===== src/rtl/hw_pkg.sv =====
// Shared definitions for the half-word narrowing path.
// Latency: n/a (types and constants only).
// Backpressure: n/a.
package hw_pkg;

  localparam int HALF_W = 16;
  localparam int WORD_W = 32;

  // Mode is captured with each word; SPLIT emits both halves, TRUNC the first only.
  localparam logic MODE_SPLIT = 1'b0;
  localparam logic MODE_TRUNC = 1'b1;

  typedef enum logic [1:0] {
    ST_EMPTY  = 2'd0,
    ST_FIRST  = 2'd1,
    ST_SECOND = 2'd2
  } state_t;

endpackage


===== src/rtl/half_select.sv =====
// Picks one 16-bit half of a 32-bit word: first/second beat, ordered by low_first.
// Latency: combinational.
// Backpressure: none (pure function).
// Ports: i_word (32b word), i_second (1 = second beat), i_low_first (1 = low half leads),
//        o_half (selected 16b half).
module half_select
  import hw_pkg::*;
(
  input  logic [WORD_W-1:0] i_word,
  input  logic              i_second,
  input  logic              i_low_first,
  output logic [HALF_W-1:0] o_half
);

  // Upper half is taken on the second beat of low-first order, or the first
  // beat of high-first order.
  logic w_pick_high;

  assign w_pick_high = i_second ^ ~i_low_first;
  assign o_half      = w_pick_high ? i_word[WORD_W-1:HALF_W] : i_word[HALF_W-1:0];

endmodule


===== src/rtl/half_word_serializer.sv =====
// Narrows 32-bit words to 16-bit beats: SPLIT emits both halves, TRUNC only the low
// half and flags nonzero discarded bits. Latency: first half valid the cycle after
// the word is accepted, no bubbles. Backpressure: one-word holding buffer; InReady
// only when empty or when the final half of the held word leaves this cycle.
// Ports: Clk/Reset (async, active-high); InValid/InReady/InData/InMode upstream;
//        OutValid/OutReady/OutData/OutLast/OutLossy downstream;
//        LossyErr/LossyCnt sticky lossy bookkeeping, cleared by ErrClr.
module half_word_serializer
  import hw_pkg::*;
#(
  parameter bit LOW_FIRST = 1'b1,
  parameter int CNT_W     = 8
) (
  input  logic              Clk,
  input  logic              Reset,
  input  logic              InValid,
  output logic              InReady,
  input  logic [WORD_W-1:0] InData,
  input  logic              InMode,
  output logic              OutValid,
  input  logic              OutReady,
  output logic [HALF_W-1:0] OutData,
  output logic              OutLast,
  output logic              OutLossy,
  output logic              LossyErr,
  output logic [CNT_W-1:0]  LossyCnt,
  input  logic              ErrClr
);

  state_t             r_state;
  logic [WORD_W-1:0]  r_held;
  logic               r_mode;
  logic               r_err;
  logic [CNT_W-1:0]   r_cnt;

  logic               w_in_acc;
  logic               w_out_acc;
  logic               w_lossy_acc;
  logic               w_upper_nz;

  // All presented outputs decode from registered state/holding register only,
  // so they cannot change while a beat is stalled.
  assign w_upper_nz = |r_held[WORD_W-1:HALF_W];
  assign OutValid   = (r_state != ST_EMPTY);
  assign OutLast    = (r_state == ST_SECOND) ||
                      ((r_state == ST_FIRST) && (r_mode == MODE_TRUNC));
  assign OutLossy   = (r_state == ST_FIRST) && (r_mode == MODE_TRUNC) && w_upper_nz;

  assign w_out_acc   = OutValid & OutReady;
  assign w_lossy_acc = w_out_acc & OutLossy;

  // Ready also when the last half drains this cycle, so the buffer reloads
  // without a bubble. No dependence on InValid.
  assign InReady  = (r_state == ST_EMPTY) | (w_out_acc & OutLast);
  assign w_in_acc = InValid & InReady;

  assign LossyErr = r_err;
  assign LossyCnt = r_cnt;

  half_select u_half_select (
    .i_word      (r_held),
    .i_second    (r_state == ST_SECOND),
    .i_low_first (LOW_FIRST),
    .o_half      (OutData)
  );

  // Sequencer and holding register.
  always_ff @(posedge Clk or posedge Reset) begin
    if (Reset) begin
      r_state <= ST_EMPTY;
      r_held  <= '0;
      r_mode  <= MODE_SPLIT;
    end else begin
      case (r_state)
        ST_EMPTY: begin
          if (w_in_acc) begin
            r_held  <= InData;
            r_mode  <= InMode;
            r_state <= ST_FIRST;
          end
        end
        ST_FIRST: begin
          if (w_out_acc) begin
            if (r_mode == MODE_SPLIT) begin
              r_state <= ST_SECOND;
            end else if (w_in_acc) begin
              r_held  <= InData;
              r_mode  <= InMode;
              r_state <= ST_FIRST;
            end else begin
              r_state <= ST_EMPTY;
            end
          end
        end
        ST_SECOND: begin
          if (w_out_acc) begin
            if (w_in_acc) begin
              r_held  <= InData;
              r_mode  <= InMode;
              r_state <= ST_FIRST;
            end else begin
              r_state <= ST_EMPTY;
            end
          end
        end
        default: r_state <= ST_EMPTY;
      endcase
    end
  end

  // Lossy bookkeeping. A lossy accept coinciding with a clear counts as the
  // first event after the clear rather than being swallowed by it.
  always_ff @(posedge Clk or posedge Reset) begin
    if (Reset) begin
      r_err <= 1'b0;
      r_cnt <= '0;
    end else if (w_lossy_acc) begin
      r_err <= 1'b1;
      if (ErrClr) begin
        r_cnt <= CNT_W'(1);
      end else if (!(&r_cnt)) begin
        r_cnt <= r_cnt + CNT_W'(1);
      end
    end else if (ErrClr) begin
      r_err <= 1'b0;
      r_cnt <= '0;
    end
  end

endmodule


===== config.mk =====
export PLATFORM = sky130hd
export DESIGN_NAME = half_word_serializer
export DESIGN_NICKNAME = d
export VERILOG_FILES = /design/src/rtl/hw_pkg.sv /design/src/rtl/half_select.sv /design/src/rtl/half_word_serializer.sv
export SDC_FILE = /design/constraint.sdc
export NUM_CORES = 1
export LEC_CHECK = 0
export CAP_MARGIN = 20
export CORE_MARGIN = 2
export CORE_UTILIZATION = 24
export CTS_BUF_LIST = sky130_fd_sc_hd__clkbuf_16
export DETAILED_ROUTE_END_ITERATION = 10
export PLACE_DENSITY = 0.46
export SYNTH_ARGS = -nofsm -noshare
export SYNTH_HDL_FRONTEND = slang
export SYNTH_HIERARCHICAL = 1
export SYNTH_SLANG_ARGS = --single-unit

===== constraint.sdc =====
create_clock -name Clk -period 2.7 [get_ports Clk]
set_input_delay 0.54 -clock Clk [delete_from_list [all_inputs] [get_ports Clk]]
set_output_delay 0.54 -clock Clk [all_outputs]
set_load 0.02 [all_outputs]

==> results by group <==
Route
  • Via count: 1578
  • Post-DRT Antenna Nets: 0
  • DRT Pass-1 Iters: 4
  • Detailed-route DRC error count: 0
  • Wire length per cell: 14.7 µm
  • Final WL: 5120 µm
  • Via/cell ratio: 4.53
  • Drt initial violations: 37

Die
  • Die H: 98.3 µm
  • Starting Density: 24.6%
  • Die Area: 9660 µm²
  • IO Pins: 67
  • CORE AREA: 8680 µm²
  • Std-Cell Rows: 34
  • Chip width: 98.3 µm

Placed design
  • DP HPWL: 3630 µm
  • Port-buffer cells: 66
  • Routability congestion estimate: 0.712
  • Placed Cells: 340

Synth
  • Synth Flop Type: dfrtp_1
  • Distinct cells, synth: 39
  • Synth Net Count: 206
  • Post-synthesis sequential area ratio: 51.6%
  • Synth Cell Area: 2130 µm²
  • Synth warn: 6
  • Asr flop ratio synth: 100%
  • Mapped Cells: 167
  • Post-synth EDFFs: 0
  • Mean Syn Cell Area: 12.8 µm²
  • Synthesized flop and latch total: 44

STA
  • Final setup violation count: 0
  • Max frequency: 0.386 GHz
  • Max-slew headroom: 65.1%
  • Layout Skew: 0.00653 ns
  • Final Cycle Share: 95.9%
  • Fin. Hold Viols: 0
  • Tightest Pin Transition: 0.523 ns
  • Unrepaired setup endpoints after global routing: false
  • Final worst path period need: 2.59 ns
  • Setup_tns: 0 ns
  • Final Max Slew Viols: 0

Worst hold path
  • Hold Crit Class: register to register
  • Hold Crit Depth: 1

Final layout
  • Nets: 278
  • Final non-filler cell total: 348
  • ANT cells: 0
  • Post-layout util: 35.8%
  • Layout cells sized above 1: 23.8%
  • Area Overhead vs Synth: 45.5%

Global routing
  • GRT Overall Usage: 11.1%
  • Initial antenna violation count: 0
  • Global-route wire length before repair: 8570 µm
  • Largest net degree at the start of global routing: 32
  • GRT Residual Overflow: 0
  • Vias in the first global route: 1703

CTS
  • Clk_lat worst skew: 0.28 ns
  • CTS Hold Buffers Added: 0
  • # clock sinks: 44
  • Clk pin slew, worst setup/hold paths: 0.07 ns
  • Maximum level of the CTS H-tree: 2
  • Post-CTS Setup Bufs: 0
  • Max clock buf depth: 2
  • CTS root buf: clkbuf_16
  • CTS tree: built
  • CTS Buf Count: 5

Worst setup path
  • RR Endpoint: LossyCnt[5]
  • CP Max Fanout: 5
  • Crit path capture: InReady
  • Critical Path RT: 2.16 ns
  • Worst setup EP type: output pin
  • Worst flop-to-flop path startpoint: r_held[19]
  • Nature of the critical path startpoint: input pin
  • Critical Path Start: OutReady
  • WS Path Type: input pin to output pin
  • Worst endpoint data arrival time: 2.05 ns
  • Reg2Reg Setup Slack: 0.97 ns
  • R2R cell count: 5

Power
  • Sw Pwr: 1070 µW
  • P_leak: 0.00128 µW
  • Internal Pwr Total: 2080 µW
  • Combinational fraction of design power: 42.6%
  • Sequential share of power: 35.5%
  • Net Sw Frac: 33.8%
  • Total power draw: 3150 µW
  • Share of total power in the clock network: 21.9%
  • Peak supply drop: 361 µV
  • Pwr Density: 1010 nW/µm²

Job
  • Max_cap viols: 0

Status
  • Run status: completed
sequential cells by signal, indices dropped and copies added (netlist names):
register  count
LossyErr      1
LossyCnt      8
r_held       32
r_state       2
r_mode        1
worst min-delay path by stage:
stage / startpoint / to / slack [ns]
after floorplan: r_held[0] / r_held[0] / 0.46
after global placement: r_held[6] / r_held[6] / 0.47
after detailed placement: r_held[0] / r_held[0] / 0.48
after CTS: r_held[0] / r_held[0] / 0.49
after global routing: r_held[0] / r_held[0] / 0.50
final: r_held[11] / r_held[11] / 0.49
final cells by class:
| class | instances | area [µm²] |
|---|---|---|
| fill | 903 | 5570 |
| sequential | 44 | 1100 |
| multi-input combinational | 109 | 961 |
| timing repair buffer | 71 | 716 |
| tap | 108 | 135 |
| clock buffer | 5 | 125 |
| clock inverter | 3 | 38.8 |
| inverter | 8 | 30.0 |
cell families after synthesis:
| group | Yosys count | share of synthesized area [%] |
|---|---|---|
| AND/OR/NAND/NOR | 35 | 10.4 |
| flip-flops | 44 | 51.6 |
| buffers and inverters | 14 | 3.40 |
| other | 1 | 0.176 |
| AO/OA/AOI/OAI | 20 | 6.27 |
| adder cells (fa/ha/maj) | 2 | 1.06 |
| XOR/XNOR | 1 | 0.762 |
| multiplexers | 50 | 26.4 |
timing repair:
| item | in CTS | in global routing |
|---|---|---|
| endpoints found under the setup margin | 16 | 0 |
| resized for setup | 16 | 0 |
| endpoints found under the hold margin | 0 | 0 |
metal layers:
layer	routed length, µm	global-route usage (%)	share of wire (%)
met1	2320	14.2	45
met2	2470	18.4	48
met3	301	3.51	5.9
met4	25	2.53	0.49
met5	0	0	0
metrics by stage:
| step | area (µm²) | hold WS [ns] | setup WS, ns |
|---|---|---|---|
| after CTS | 3110 | 0.494 | 0.0981 |
| after global routing | 3110 | 0.499 | 0.0233 |
| after floorplan | 2130 | 0.459 | 0.638 |
| after global placement | 2960 | 0.469 | 0.0991 |
| final | 3110 | 0.487 | 0.109 |
| after detailed placement | 2960 | 0.479 | 0.116 |
Yosys cell counts, types with 2 or more instances:
master | count | area share, %
buf_4 | 3 | 1.1
or4_1 | 3 | 1.1
nor2_1 | 4 | 0.70
mux2_2 | 38 | 20
mux2_1 | 12 | 6.3
nand2_1 | 4 | 0.70
nor4_1 | 7 | 2.1
nor2b_1 | 2 | 0.59
o31ai_1 | 3 | 1.1
or3_1 | 2 | 0.59
dfrtp_1 | 44 | 52
inv_1 | 8 | 1.4
a21oi_1 | 4 | 0.94
nand3_1 | 3 | 0.70
or2b_1 | 2 | 0.70
o21ai_0 | 5 | 1.2
placed cells by master, fill, tap and decap left out, types with 3 or more instances in the layout:
master	synthesis	final
clkdlybuf4s50_1	0	50
dfrtp_1	44	44
mux2_2	38	38
dlygate4sd2_1	0	16
mux2_1	12	12
inv_1	8	8
nor4_1	7	7
o21ai_0	5	5
clkbuf_16	0	5
nand2_1	4	4
nor2_1	4	4
a21oi_1	4	4
nand3_1	3	3
o31ai_1	3	3
or4_1	3	3
buf_12	0	3
power groups by stage:
stage,sequential [µW],clock [µW],combinational (µW)
final,1120,688,1340
after global routing,1160,730,1470
after CTS,1130,709,1380
after detailed placement,1140,0,1490
after global placement,1130,0,1480
after floorplan,1100,0,885
critical path, cell delays in order:
cell and delay (ns):
clkdlybuf4s50_1 0.55, inv_1 0.11, o22ai_1 0.21, clkdlybuf4s50_1 0.65
Note: power is estimated with default switching activity, not from simulation.
==> edit (same settings) <==
Set the parameter `CNT_W` to 7 (it was 8).
--- a/src/rtl/half_word_serializer.sv
+++ b/src/rtl/half_word_serializer.sv
@@ -10,5 +10,5 @@
 #(
   parameter bit LOW_FIRST = 1'b1,
-  parameter int CNT_W     = 8
+  parameter int CNT_W     = 7
 ) (
   input  logic              Clk,
Ports: changed (resized LossyCnt); port bits go from 67 to 66. The function was not compared with the original's and may differ.
==> edit against the original RTL <==
  * Area after synthesis fell by 3.0%
  * Clock skew fell by 0.0026 ns
  * Sequential cell count fell by 1
  * Core utilization rose by 0.22 points
  * Fmax rose by 1.8%
  * Wire length fell by 8.0%
  * Setup slack improved by 0.046 ns
  * Final area fell by 3.8%
  * Synthesized cell count fell by 4.2%
  * Power fell by 3.4%
  * Sequential share of layout area rose by 0.60 points
  * Register-to-register slack got worse by 0.06 ns
==> edit: results (changes against the original RTL) <==
Yosys
  • Main flop type after synthesis: dfrtp_1
  • Synth warn: 6 (unchanged)
  • Cells after Synth: 160 (-4.2%)
  • Share of flip-flops with an asynchronous set or reset: 100% (unchanged)
  • Syn nets: 199 (-3.4%)
  • Count of cell types in the netlist: 35 (-10%)
  • Post-synthesis sequential area ratio: 52.0% (+0.38 points)
  • Commonest cells in the netlist: dfrtp_1 (43), mux2_2 (41), mux2_1 (9)
  • Synth top area cells: dfrtp_1 (52%), mux2_2 (22%), mux2_1 (4.9%)

Drt
  • Total wire length: 4710 µm (-8.0%)
  • Via count: 1518 (-3.8%)
  • Final ANT Viol Nets: 0 (unchanged)
  • First-pass iteration count of the detailed router: 4 (unchanged)
  • 1st-iter DRT viols: 41 (+11%)
  • Via/cell ratio: 4.53 (about the same)

Critical path
  • Crit. Startpoint: r_held[16]$_DFFE_PP0P_
  • Maximum single-stage delay on the critical path: 0.53 ns (-0.12 ns)
  • Reg2reg setup slack: 0.91 ns (-0.06 ns)
  • CP top delay family: simple AND/OR/NAND/NOR gates
  • Worst EP arrival: 2.00 ns (-0.05 ns)
  • Worst Reg-to-Reg Cells: 5 (unchanged)
  • CP Capture Point: OutLossy
  • RR Endpoint: LossyCnt[5]$_DFFE_PP0P_
  • Crit-path slowest cell: clkdlybuf4s50_1
  • CP Max Fanout: 3 (-2)

Timing
  • Fin crit share: 94.2% (-1.7 points)
  • Setup Skew: 0.00397 ns (-0.00256 ns)
  • Hold slack: 0.488 ns (+0.000515 ns)

Layout
  • Share of cells above drive strength 1: 26.5% (+2.8 points)
  • Diodes inserted: 0 (unchanged)
  • Finished Core Util: 36.0% (+0.22 points)
  • Max reg flops: 32 (unchanged)
  • Number of fill cells: 853 (-5.5%)
  • Most flops, register: r_held
  • Final #Nets: 269 (-3.2%)

Clocking
  • Root buf cell: clkbuf_16
  • Clock buffer depth: 2 (unchanged)
  • Clock transition at the registers of the reported paths: 0.06 ns
  • Skew-Pair Late Insertion Delay: 0.28 ns (about the same)
  • Num CTS Buffers: 5 (unchanged)
  • H-tree Lvls: 2 (unchanged)

Placed design
  • Area post-placement: 2860 µm² (-3.5%)
  • IO Port Bufs: 65 (-1.5%)
  • Worst slack, placed: 0.0769 ns (-0.0389 ns)
  • DP Wirelength: 3470 µm (-4.4%)
  • Placed insts: 328 (-3.5%)
  • Final GP Congestion: 0.785 (+10%)

Power and ir drop
  • Total net switching power: 1060 µW (-0.23%)
  • P_leak: 0.00124 µW (-3.4%)
  • Maximum vdd drop: 0.408 mV (+13%)

Global routing
  • Vias in the first global route: 1617 (-5.0%)
  • Initial antenna violation count: 0 (unchanged)
  • Largest net degree at the start of global routing: 35 (+9.4%)
  • First-pass GRT wire length: 8110 µm (-5.4%)
  • GRT Overall Usage: 10.7% (-0.39 points)

Run status
  • Status: finished, final reports clean

Hold path
  • Worst Hold Launch: r_held[15]$_DFFE_PP0P_
  • HP Class: reg2reg
==> edit: layout make-up <==
cell class              count  share of cell area, %
flip-flops and latches     43                   36.0
multi-input cells         104                   30.8
repair buffers             69                   23.4
well taps                 105                   4.40
clock buffers               5                   4.19
inverters                   7                  0.879
clock inverters             2                  0.293
==> edit: per-layer routing <==
| layer | track usage, % | up-vias | wire [µm] |
|---|---|---|---|
| met5 | 0 | - | 0 |
| met4 | 3.25 | 0 | 27 |
| met3 | 4.19 | 4 | 358 |
| met2 | 16.7 | 51 | 2220 |
| met1 | 13.8 | 737 | 2110 |
| li1 | - | 726 | - |
==> edit: power groups by stage <==
stage                     Clock, µW  Combinational (µW)  Sequential (µW)
final                           567                1350             1120
after global routing            627                1460             1170
after CTS                       592                1380             1120
after detailed placement          0                1490             1130
after global placement            0                1490             1120
after floorplan                   0                 920             1080
==> edit: how the worst min path moves through the flow <==
stage	endpoint	cells after the start
5_1_grt	r_held[8]$_DFFE_PP0P_	1
2_1_floorplan	r_held[13]$_DFFE_PP0P_	1
4_1_cts	r_held[15]$_DFFE_PP0P_	1
6_report	r_held[15]$_DFFE_PP0P_	1
3_5_place_dp	r_held[15]$_DFFE_PP0P_	1
3_3_place_gp	r_held[1]$_DFFE_PP0P_	1
==> edit: kinds of logic after synthesis <==
kind of cell,after synthesis,share of synthesized area (%)
multiplexers,50,27.2
flip-flops,43,52.0
AND/OR/NAND/NOR,33,9.25
AO/OA/AOI/OAI,18,5.80
buffers and inverters,13,4.23
adder cells (fa/ha/maj),1,0.604
other,1,0.181
XOR/XNOR,1,0.786
==> edit: what timing repair did <==
item / in CTS / in global routing
setup buffers: 0 / 0
endpoints found under the setup margin: 16 / 13
resized for setup: 16 / 4
